<file path="src/rtl/marker_pkg.sv">
// rtl/marker_pkg.sv - shared types and distance helper for the marker tracker
package marker_pkg;

  typedef enum logic [1:0] {IDLE, MATCH, ASSIGN, DONE} tracker_state_t;

  // Operands arrive zero-extended to 32 bits; callers keep the low bits they need.
  function automatic logic [31:0] l1_dist(input logic [31:0] ax, input logic [31:0] bx,
                                          input logic [31:0] ay, input logic [31:0] by);
    logic [31:0] dx;
    logic [31:0] dy;
    dx = (ax > bx) ? (ax - bx) : (bx - ax);
    dy = (ay > by) ? (ay - by) : (by - ay);
    return dx + dy;
  endfunction

endpackage

</file>
<file path="src/rtl/tracker_free_slot.sv">
// rtl/tracker_free_slot.sv - lowest-index free (non-live) slot priority encoder
module tracker_free_slot #(
  parameter int N     = 4,
  parameter int IDX_W = 2
) (
  input  logic [N-1:0]     live,
  output logic [IDX_W-1:0] free_idx,
  output logic             found
);

  always_comb begin
    free_idx = '0;
    found    = 1'b0;
    for (int n = N - 1; n >= 0; n--) begin
      if (!live[n]) begin
        free_idx = IDX_W'(n);
        found    = 1'b1;
      end
    end
  end

endmodule

</file>
<file path="src/rtl/marker_tracker.sv">
// rtl/marker_tracker.sv - per-frame greedy L1 matcher of detector candidates to persistent track slots
// Optional macro TRACKER_SMOOTH_EN: matched slots average old and new position/diameter.
module marker_tracker
  import marker_pkg::*;
#(
  parameter int NUM_TARGETS   = 4,
  parameter int SCREEN_WIDTH  = 1280,
  parameter int SCREEN_HEIGHT = 720,
  parameter int MAX_JUMP      = 32,
  parameter int MAX_MISSES    = 3,
  parameter int X_W           = $clog2(SCREEN_WIDTH),
  parameter int Y_W           = $clog2(SCREEN_HEIGHT) + 1
) (
  input  logic                             clk_in,
  input  logic                             rst_in,
  input  logic                             vsync_in,
  input  logic [NUM_TARGETS-1:0][X_W-1:0]  cand_x_in,
  input  logic [NUM_TARGETS-1:0][Y_W-1:0]  cand_y_in,
  input  logic [NUM_TARGETS-1:0][Y_W-1:0]  cand_d_in,
  input  logic [NUM_TARGETS-1:0]           cand_valid_in,
  output logic [NUM_TARGETS-1:0][X_W-1:0]  track_x_out,
  output logic [NUM_TARGETS-1:0][Y_W-1:0]  track_y_out,
  output logic [NUM_TARGETS-1:0][Y_W-1:0]  track_d_out,
  output logic [NUM_TARGETS-1:0]           track_valid_out,
  output logic                             frame_valid_out,
  output logic                             busy_out
);

  localparam int IDX_W  = (NUM_TARGETS > 1) ? $clog2(NUM_TARGETS) : 1;
  localparam int MISS_W = $clog2(MAX_MISSES + 1);
  localparam int D_W    = ((X_W > Y_W) ? X_W : Y_W) + 1;
  localparam logic [IDX_W-1:0] LAST = IDX_W'(NUM_TARGETS - 1);

  tracker_state_t state;
  logic vsync_q, vsync_qq;
  logic [NUM_TARGETS-1:0][X_W-1:0]    snap_x, slot_x;
  logic [NUM_TARGETS-1:0][Y_W-1:0]    snap_y, snap_d, slot_y, slot_d;
  logic [NUM_TARGETS-1:0]             snap_valid, slot_live, used;
  logic [NUM_TARGETS-1:0][MISS_W-1:0] slot_miss;
  logic [IDX_W-1:0] i_idx, j_idx, k_idx, best_idx;
  logic [D_W-1:0]   best_dist;
  logic             best_found;

  logic             vsync_rise;
  logic [D_W-1:0]   pair_dist, fin_dist;
  logic             pair_better, fin_found;
  logic [IDX_W-1:0] fin_idx, free_idx;
  logic             free_found;
  logic [X_W-1:0]   upd_x;
  logic [Y_W-1:0]   upd_y, upd_d;

  assign vsync_rise = vsync_q & ~vsync_qq;
  assign busy_out   = (state != IDLE);

  tracker_free_slot #(.N(NUM_TARGETS), .IDX_W(IDX_W)) u_free_slot (
    .live     (slot_live),
    .free_idx (free_idx),
    .found    (free_found)
  );

  // Running minimum including the pair under test, so the last j can commit in the same cycle.
  always_comb begin
    pair_dist   = D_W'(l1_dist(32'(slot_x[i_idx]), 32'(snap_x[j_idx]),
                               32'(slot_y[i_idx]), 32'(snap_y[j_idx])));
    pair_better = slot_live[i_idx] && snap_valid[j_idx] && !used[j_idx] &&
                  (!best_found || (pair_dist < best_dist));
    fin_found   = best_found | pair_better;
    fin_idx     = pair_better ? j_idx : best_idx;
    fin_dist    = pair_better ? pair_dist : best_dist;
`ifdef TRACKER_SMOOTH_EN
    upd_x = X_W'(({1'b0, slot_x[i_idx]} + {1'b0, snap_x[fin_idx]} + (X_W+1)'(1)) >> 1);
    upd_y = Y_W'(({1'b0, slot_y[i_idx]} + {1'b0, snap_y[fin_idx]} + (Y_W+1)'(1)) >> 1);
    upd_d = Y_W'(({1'b0, slot_d[i_idx]} + {1'b0, snap_d[fin_idx]} + (Y_W+1)'(1)) >> 1);
`else
    upd_x = snap_x[fin_idx];
    upd_y = snap_y[fin_idx];
    upd_d = snap_d[fin_idx];
`endif
  end

  always_ff @(posedge clk_in or posedge rst_in) begin
    if (rst_in) begin
      state <= IDLE;
      vsync_q <= 1'b0;
      vsync_qq <= 1'b0;
      snap_x <= '0; snap_y <= '0; snap_d <= '0; snap_valid <= '0;
      slot_x <= '0; slot_y <= '0; slot_d <= '0; slot_live <= '0;
      slot_miss <= '0;
      used <= '0;
      i_idx <= '0; j_idx <= '0; k_idx <= '0; best_idx <= '0;
      best_dist <= '0;
      best_found <= 1'b0;
      track_x_out <= '0; track_y_out <= '0; track_d_out <= '0; track_valid_out <= '0;
      frame_valid_out <= 1'b0;
    end else begin
      vsync_q <= vsync_in;
      vsync_qq <= vsync_q;
      frame_valid_out <= 1'b0;
      case (state)
        IDLE: begin
          if (vsync_rise) begin
            snap_x <= cand_x_in;
            snap_y <= cand_y_in;
            snap_d <= cand_d_in;
            snap_valid <= cand_valid_in;
            used <= '0;
            i_idx <= '0;
            j_idx <= '0;
            best_found <= 1'b0;
            state <= MATCH;
          end
        end
        MATCH: begin
          if (j_idx == LAST) begin
            if (fin_found && (fin_dist <= D_W'(MAX_JUMP))) begin
              slot_x[i_idx] <= upd_x;
              slot_y[i_idx] <= upd_y;
              slot_d[i_idx] <= upd_d;
              slot_miss[i_idx] <= '0;
              used[fin_idx] <= 1'b1;
            end else if (slot_live[i_idx]) begin
              if (slot_miss[i_idx] + MISS_W'(1) == MISS_W'(MAX_MISSES)) begin
                slot_live[i_idx] <= 1'b0;
                slot_miss[i_idx] <= '0;
              end else begin
                slot_miss[i_idx] <= slot_miss[i_idx] + MISS_W'(1);
              end
            end
            best_found <= 1'b0;
            j_idx <= '0;
            if (i_idx == LAST) begin
              k_idx <= '0;
              state <= ASSIGN;
            end else begin
              i_idx <= i_idx + IDX_W'(1);
            end
          end else begin
            best_found <= fin_found;
            best_idx <= fin_idx;
            best_dist <= fin_dist;
            j_idx <= j_idx + IDX_W'(1);
          end
        end
        ASSIGN: begin
          if (snap_valid[k_idx] && !used[k_idx] && free_found) begin
            slot_x[free_idx] <= snap_x[k_idx];
            slot_y[free_idx] <= snap_y[k_idx];
            slot_d[free_idx] <= snap_d[k_idx];
            slot_live[free_idx] <= 1'b1;
            slot_miss[free_idx] <= '0;
          end
          if (k_idx == LAST) state <= DONE;
          else k_idx <= k_idx + IDX_W'(1);
        end
        DONE: begin
          track_x_out <= slot_x;
          track_y_out <= slot_y;
          track_d_out <= slot_d;
          track_valid_out <= slot_live;
          frame_valid_out <= 1'b1;
          state <= IDLE;
        end
        default: state <= IDLE;
      endcase
    end
  end

endmodule

</file>
<file path="config.mk">
export PLATFORM = sky130hd
export DESIGN_NAME = marker_tracker
export DESIGN_NICKNAME = d
export VERILOG_FILES = /design/src/rtl/marker_pkg.sv /design/src/rtl/tracker_free_slot.sv /design/src/rtl/marker_tracker.sv
export SDC_FILE = /design/constraint.sdc
export NUM_CORES = 1
export LEC_CHECK = 0
export ABC_AREA = 0
export BUFFER_PORTS_ARGS = -buffer_cell sky130_fd_sc_hd__buf_2
export CAP_MARGIN = 5
export CORE_ASPECT_RATIO = 1.1
export CORE_MARGIN = 5
export CORE_UTILIZATION = 64
export CTS_CLUSTER_DIAMETER = 80
export DETAILED_ROUTE_END_ITERATION = 16
export HOLD_SLACK_MARGIN = 0.15
export PLACE_DENSITY_LB_ADDON = 0.2
export SLEW_MARGIN = 20
export SYNTH_ARGS = -nofsm -noshare
export SYNTH_HDL_FRONTEND = slang
export SYNTH_HIERARCHICAL = 1
export SYNTH_SLANG_ARGS = --single-unit
</file>
<file path="constraint.sdc">
create_clock -name clk_in -period 35.5 [get_ports clk_in]
set_input_delay 5.325 -clock clk_in [delete_from_list [all_inputs] [get_ports clk_in]]
set_output_delay 5.325 -clock clk_in [all_outputs]
set_load 0.03 [all_outputs]
</file>
## Yosys cells after proc, flatten, opt, wreduce, memory -nomap -nowiden

Cells that the tools add are included.

- Register bits: 446
- Input port bits: 139
- Output and inout port bits: 138
- Word-level logic and storage cells: 245

- Add/subtract/negate cells: 9
- Order comparisons: 12
- Equal/unequal tests: 19
- Mux-type cells: 112
- Bitwise gates (word level): 12
- Reductions and logical operators: 27

Operator list:

| kind | number |
|---|---|
| $mux W44 | 9 |
| $bwmux W44 | 6 |
| $pmux W44 S2 | 3 |
| $bmux W11 S2 | 10 |
| $mux W11 | 12 |
| $sub A11 B11 Y12 | 4 |
| $demux W11 S2 | 2 |
| $mux W8 | 5 |
| $mux W2 | 19 |
| $mux W12 | 3 |
| $mux W4 | 8 |
| $reduce_and A4 Y1 | 6 |
| $gt A11 B11 Y1 | 2 |
| $ne A2 B2 Y1 const B | 11 |
| $and A8 B8 Y8 | 2 |
| $not A8 Y8 | 2 |
| $pmux W4 S2 | 2 |
| $pmux W8 S2 | 1 |
| $lt A2 B3 Y1 const B | 5 |
| $mux W1 | 15 |
| $add A12 B12 Y12 | 1 |
| $eq A2 B2 Y1 const B | 6 |
| $le A12 B6 Y1 const B | 1 |
| $lt A12 B12 Y1 | 1 |
| other kinds (25) | 55 |

## Depth between registers and ports, before layout

- Depth after elaboration: 17
- Mapped depth: 36

## By module

Netlist, hierarchy kept.

By module, submodules not included:

| module | instances | cells an instance | area an instance (µm²) | seq. area each (µm²) |
|---|---|---|---|---|
| marker_tracker | 1 | 1971 | 24225.7 | 11160.7 |
| tracker_free_slot | 1 | 5 | 28.8 | 0.0 |

## Worst setup path before layout

Ideal clock, no wire load.

- Path type: reg-to-reg
- Start: register i_idx[0]
- End: register slot_y[33] (netlist name)
- Library setup time: 121 ps
- Data arrival time: 7963 ps
- Slack: 27416 ps
- Cell stages (with the launch flop): 34
- Cells stage by stage: dfrtp_1 buf_2 buf_1 mux4_2 inv_1 ha_1 inv_1 fa_1 a21oi_1 o21ai_1 a211o_1 and2_1 buf_2 buf_1 o211ai_1 o21ai_0 xnor2_1 ha_1 o21a_1 o21a_1 o2bb2ai_1 o21ai_0 a31oi_1 xor3_2 ha_1 and4_1 a221o_1 o22ai_4 mux2i_2 clkbuf_1 mux2_2 a22oi_1 o21ai_0 a22o_1

- Longest elaborated chain between the ends: 15
- Elaborated cells on any way between the ends: 38
- Classes of those cells: 5 x add/sub; 6 x order compare; 1 x eq/ne; 18 x mux; 1 x bitwise; 7 x reduce/logical

RTL lines:

| what | line | RTL |
|---|---|---|
| start: declaration | marker_tracker.sv:40 | `logic [IDX_W-1:0] i_idx, j_idx, k_idx, best_idx;` |
| start signal: assignment | marker_tracker.sv:135 | `i_idx <= i_idx + IDX_W'(1);` |
| parallel branches: the longest is 15 deep, another holds $sub A11 B11 Y12 | n/a |  |
| end signal: indexed assignment | marker_tracker.sv:117 | `slot_y[i_idx] <= upd_y;` |
| end signal: indexed assignment | marker_tracker.sv:147 | `slot_y[free_idx] <= snap_y[k_idx];` |
| end: declaration | marker_tracker.sv:37 | `logic [NUM_TARGETS-1:0][Y_W-1:0] snap_y, snap_d, slot_y, slot_d;` |

Parallel ways; which one is timed is not known. The select of a mux whose other input is x is not followed.
A chain may end at the register's enable or synchronous reset.

## Worst setup path after layout

- Start: register i_idx[0]
- End: register slot_d[22] (netlist name)

- Longest elaborated chain between the ends: 15
- Elaborated cells on any way between the ends: 38
- Classes of those cells: 5 x add/sub; 6 x order compare; 1 x eq/ne; 18 x mux; 1 x bitwise; 7 x reduce/logical

RTL lines:

| what | line | RTL |
|---|---|---|
| parallel branches: the longest is 15 deep, another holds $sub A11 B11 Y12 | n/a |  |
| end signal: indexed assignment | marker_tracker.sv:118 | `slot_d[i_idx] <= upd_d;` |
| end signal: indexed assignment | marker_tracker.sv:148 | `slot_d[free_idx] <= snap_d[k_idx];` |
| end: declaration | marker_tracker.sv:37 |  |

Parallel ways; which one is timed is not known. The select of a mux whose other input is x is not followed.

==> impl_metrics.yaml <==
logic_synthesis:
  yosysWarnings: 6
  synth_most_common_cell: "dfrtp_1"
  synth-seq-cells: 446
  synth-main-ff-cell: "dfrtp_1"
  syn_avg_cell_area_um2: 12.3
  yosysTopAreaCell: "dfrtp_1"
  synth.distinct_cells: 76
  yosysSeqAreaShare_pct: 46.0
  synth_fa_ha_area_share_pct: 4.38
  netlist_area_um2: 24300
  synth-async-reset-ratio_pct: 100
  yosys.area_share.simple_pct: 3.26
  synth_top_area_share_pct: 46.0
  synth_xor_area_share_pct: 1.01
  synth_top_family_by_area: "multiplexers"
  syn_nets: 2197
  synth_edf_count: 0
  synthMuxAreaShare_pct: 24.0
  synthTopCellsByArea: "dfrtp_1 (46%), mux2_2 (15%), mux4_2 (7.5%)"
  syn_inst: 1976
  synth_compound_area_share_pct: 17.4
  synth.top_cells.by_count: "dfrtp_1 (446), mux2_2 (315), o21ai_0 (176), a22o_1 (135), a22oi_1 (132)"
sta:
  final.setup.tns_ns: 0
  finalCritPeriodShare_pct: 28.3
  min_period_ns: 10.04
  worst_pin_slew_ns: 1.19
  maxSlewHeadroom_pct: 20.9
  fin_skew_ns: 0.0221
  clock.fmax_ghz: 0.0996
  finalHoldViolCount: 0
  setup-violations-final: 0
  rsz0062_at_grt: "no"
  finalMaxSlewViolations: 0
min_path:
  hold_path_class: "flop to flop"
route:
  ant_nets: 0
  dr.pass1.iters: 7
  viasPerCell: 6.98
  finalWirelength_mm: 74.6
  num_vias: 19000
  wl_per_cell_um: 27.4
  drt_iter0_markers: 2001
  drc: 0
floorplan:
  io_pins: 277
  core_um2: 37300
  die_w_um: 196
  initial_core_util_pct: 65.0
  fp.dieArea_um2: 41900
  fp.dieH_um: 214
  row_count: 74
clock_tree:
  cts.path.max_buffers: 3
  cts_inserted_buffers: 46
  cts_resized: 0
  clk_pin_slew_ns: 0.06
  cts_hold_buf: 0
  htreeDepth: 2
  clkSinkCount: 446
  cts_tree: "done"
  clk_latency_ns: 0.59
  cts_setup_buffers: 0
  cts_root_buffer: "clkbuf_16"
grt:
  grt_antenna_before_repair: 3
  grt_first_pass_wirelength_mm: 115
  gr-total-overflow: 0
  grt_pass1_vias: 19700
  grt.total_usage_pct: 35.1
  grt_max_degree: 169
place:
  numPortBuffers: 276
  detailed_place_hpwl_mm: 49.1
  routabilityCongestion: 0.988
critical_path:
  worst_ep_required_time_ns: 36.02
  crit_path_top_delay_cell: "buf_4"
  worstSetupPathType: "flop to flop"
  critPathArrivalTime_ns: 10.56
  cp_max_fo: 77
  regToRegSetupSlack_ns: 25.46
  critical-path-max-stage-delay_ns: 0.80
  setup.worst_path.end_class: "flop"
  setup.worst_path.start_class: "flop"
layout:
  nets: 2410
  fill_cells: 2552
  layout-drive-gt1-share_pct: 36.4
  area_growth_pct: 13.4
  fin_util_pct: 73.7
  insertedDiodeCount: 0
run:
  maxCapViolCount: 0
status:
  status: "completed"
==> through the flow <==
step           instances  worst slack [ns]  cell area [µm²]  hold slack (ns)
6_report            2717             25.46            27500            0.392
5_1_grt             2717             24.93            27500            0.398
4_1_cts             2717             25.62            27500            0.391
3_5_place_dp        2635             25.64            25900            0.377
3_3_place_gp        2635             25.90            25900            0.360
2_1_floorplan       1976             17.75            24300            0.355
==> cell type report <==
cell class / instances / area, µm² / share of cell area, %
multi-input cells: 1303 / 12200 / 44.4
flip-flops and latches: 446 / 11200 / 40.6
clock buffers: 68 / 1420 / 5.16
inverters: 86 / 330 / 1.20
clock inverters: 14 / 123 / 0.446
repair buffers: 306 / 1630 / 5.92
well taps: 494 / 618 / 2.25
==> registers in the layout (all words and copies together) (netlist names), 4 cells and up <==
| register | flops |
|---|---|
| snap_x | 44 |
| track_valid_out | 4 |
| track_d_out | 44 |
| snap_y | 44 |
| slot_x | 44 |
| slot_d | 44 |
| best_dist | 12 |
| track_x_out | 44 |
| slot_y | 44 |
| snap_valid | 4 |
| snap_d | 44 |
| slot_miss | 8 |
| used | 4 |
| slot_live | 4 |
| track_y_out | 44 |
==> metal layers <==
layer,track usage [%],wire [µm],part of all wire (%)
met4,20.6,5250,7.0
met3,7.86,7520,10
met2,55.4,34900,47
met1,44.7,26900,36
met5,0,47,0.063
==> cells by family (layout without fill, tap and decap cells) <==
| logic type | count (synthesis) | in the layout |
|---|---|---|
| mux | 439 | 439 |
| xor+xnor | 26 | 26 |
| simple gates | 158 | 158 |
| flops | 446 | 446 |
| fa+ha+maj | 82 | 82 |
| compound gates | 598 | 598 |
| buf+inv | 227 | 474 |
==> critical path: cells and delay by family, from the launching register on <==
kind | cells | cell delay [ns]
AND/OR/NAND/NOR | 3 | 1.06
buffers and inverters | 4 | 1.34
adder cells (fa/ha/maj) | 4 | 1.34
flip-flops | 1 | 0.76
multiplexers | 1 | 0.57
AO/OA/AOI/OAI | 16 | 4.28
XOR/XNOR | 2 | 0.48
==> path summary, 6_finish.rpt <==
path	startpoint	end	cells after the start
worst max-delay path	i_idx[0]$_DFFE_PP0P_	slot_d[22]$_DFFE_PP0P_	30
worst min register to register	vsync_q$_DFF_PP0_	vsync_qq$_DFF_PP0_	0
max in group asynchronous	rst_in	track_x_out[19]$_DFFE_PP0P_	3
worst max register to register	i_idx[0]$_DFFE_PP0P_	slot_d[22]$_DFFE_PP0P_	30
worst min-delay path	vsync_q$_DFF_PP0_	vsync_qq$_DFF_PP0_	0
min in group asynchronous	rst_in	snap_d[14]$_DFFE_PP0P_	2
==> layout by cell type (no fill, tap or decap), types with 9 or more instances in the layout <==
cell	instances
buf_4	27
mux2i_1	40
xnor2_1	16
nand2_1	56
clkbuf_8	12
mux4_2	81
nor2_1	27
a21oi_1	42
a22o_1	135
o21ai_0	176
clkbuf_16	49
inv_1	85
nor2b_1	9
a32o_1	10
mux2_2	315
a22oi_1	132
ha_1	76
dfrtp_1	442
a21o_1	22
xor2_1	9
nand3_1	15
buf_2	276
o21a_1	12
a211oi_1	9
Power is not shown: default switching activity piles up to over one toggle a cycle in this logic, so the estimate is an artifact.
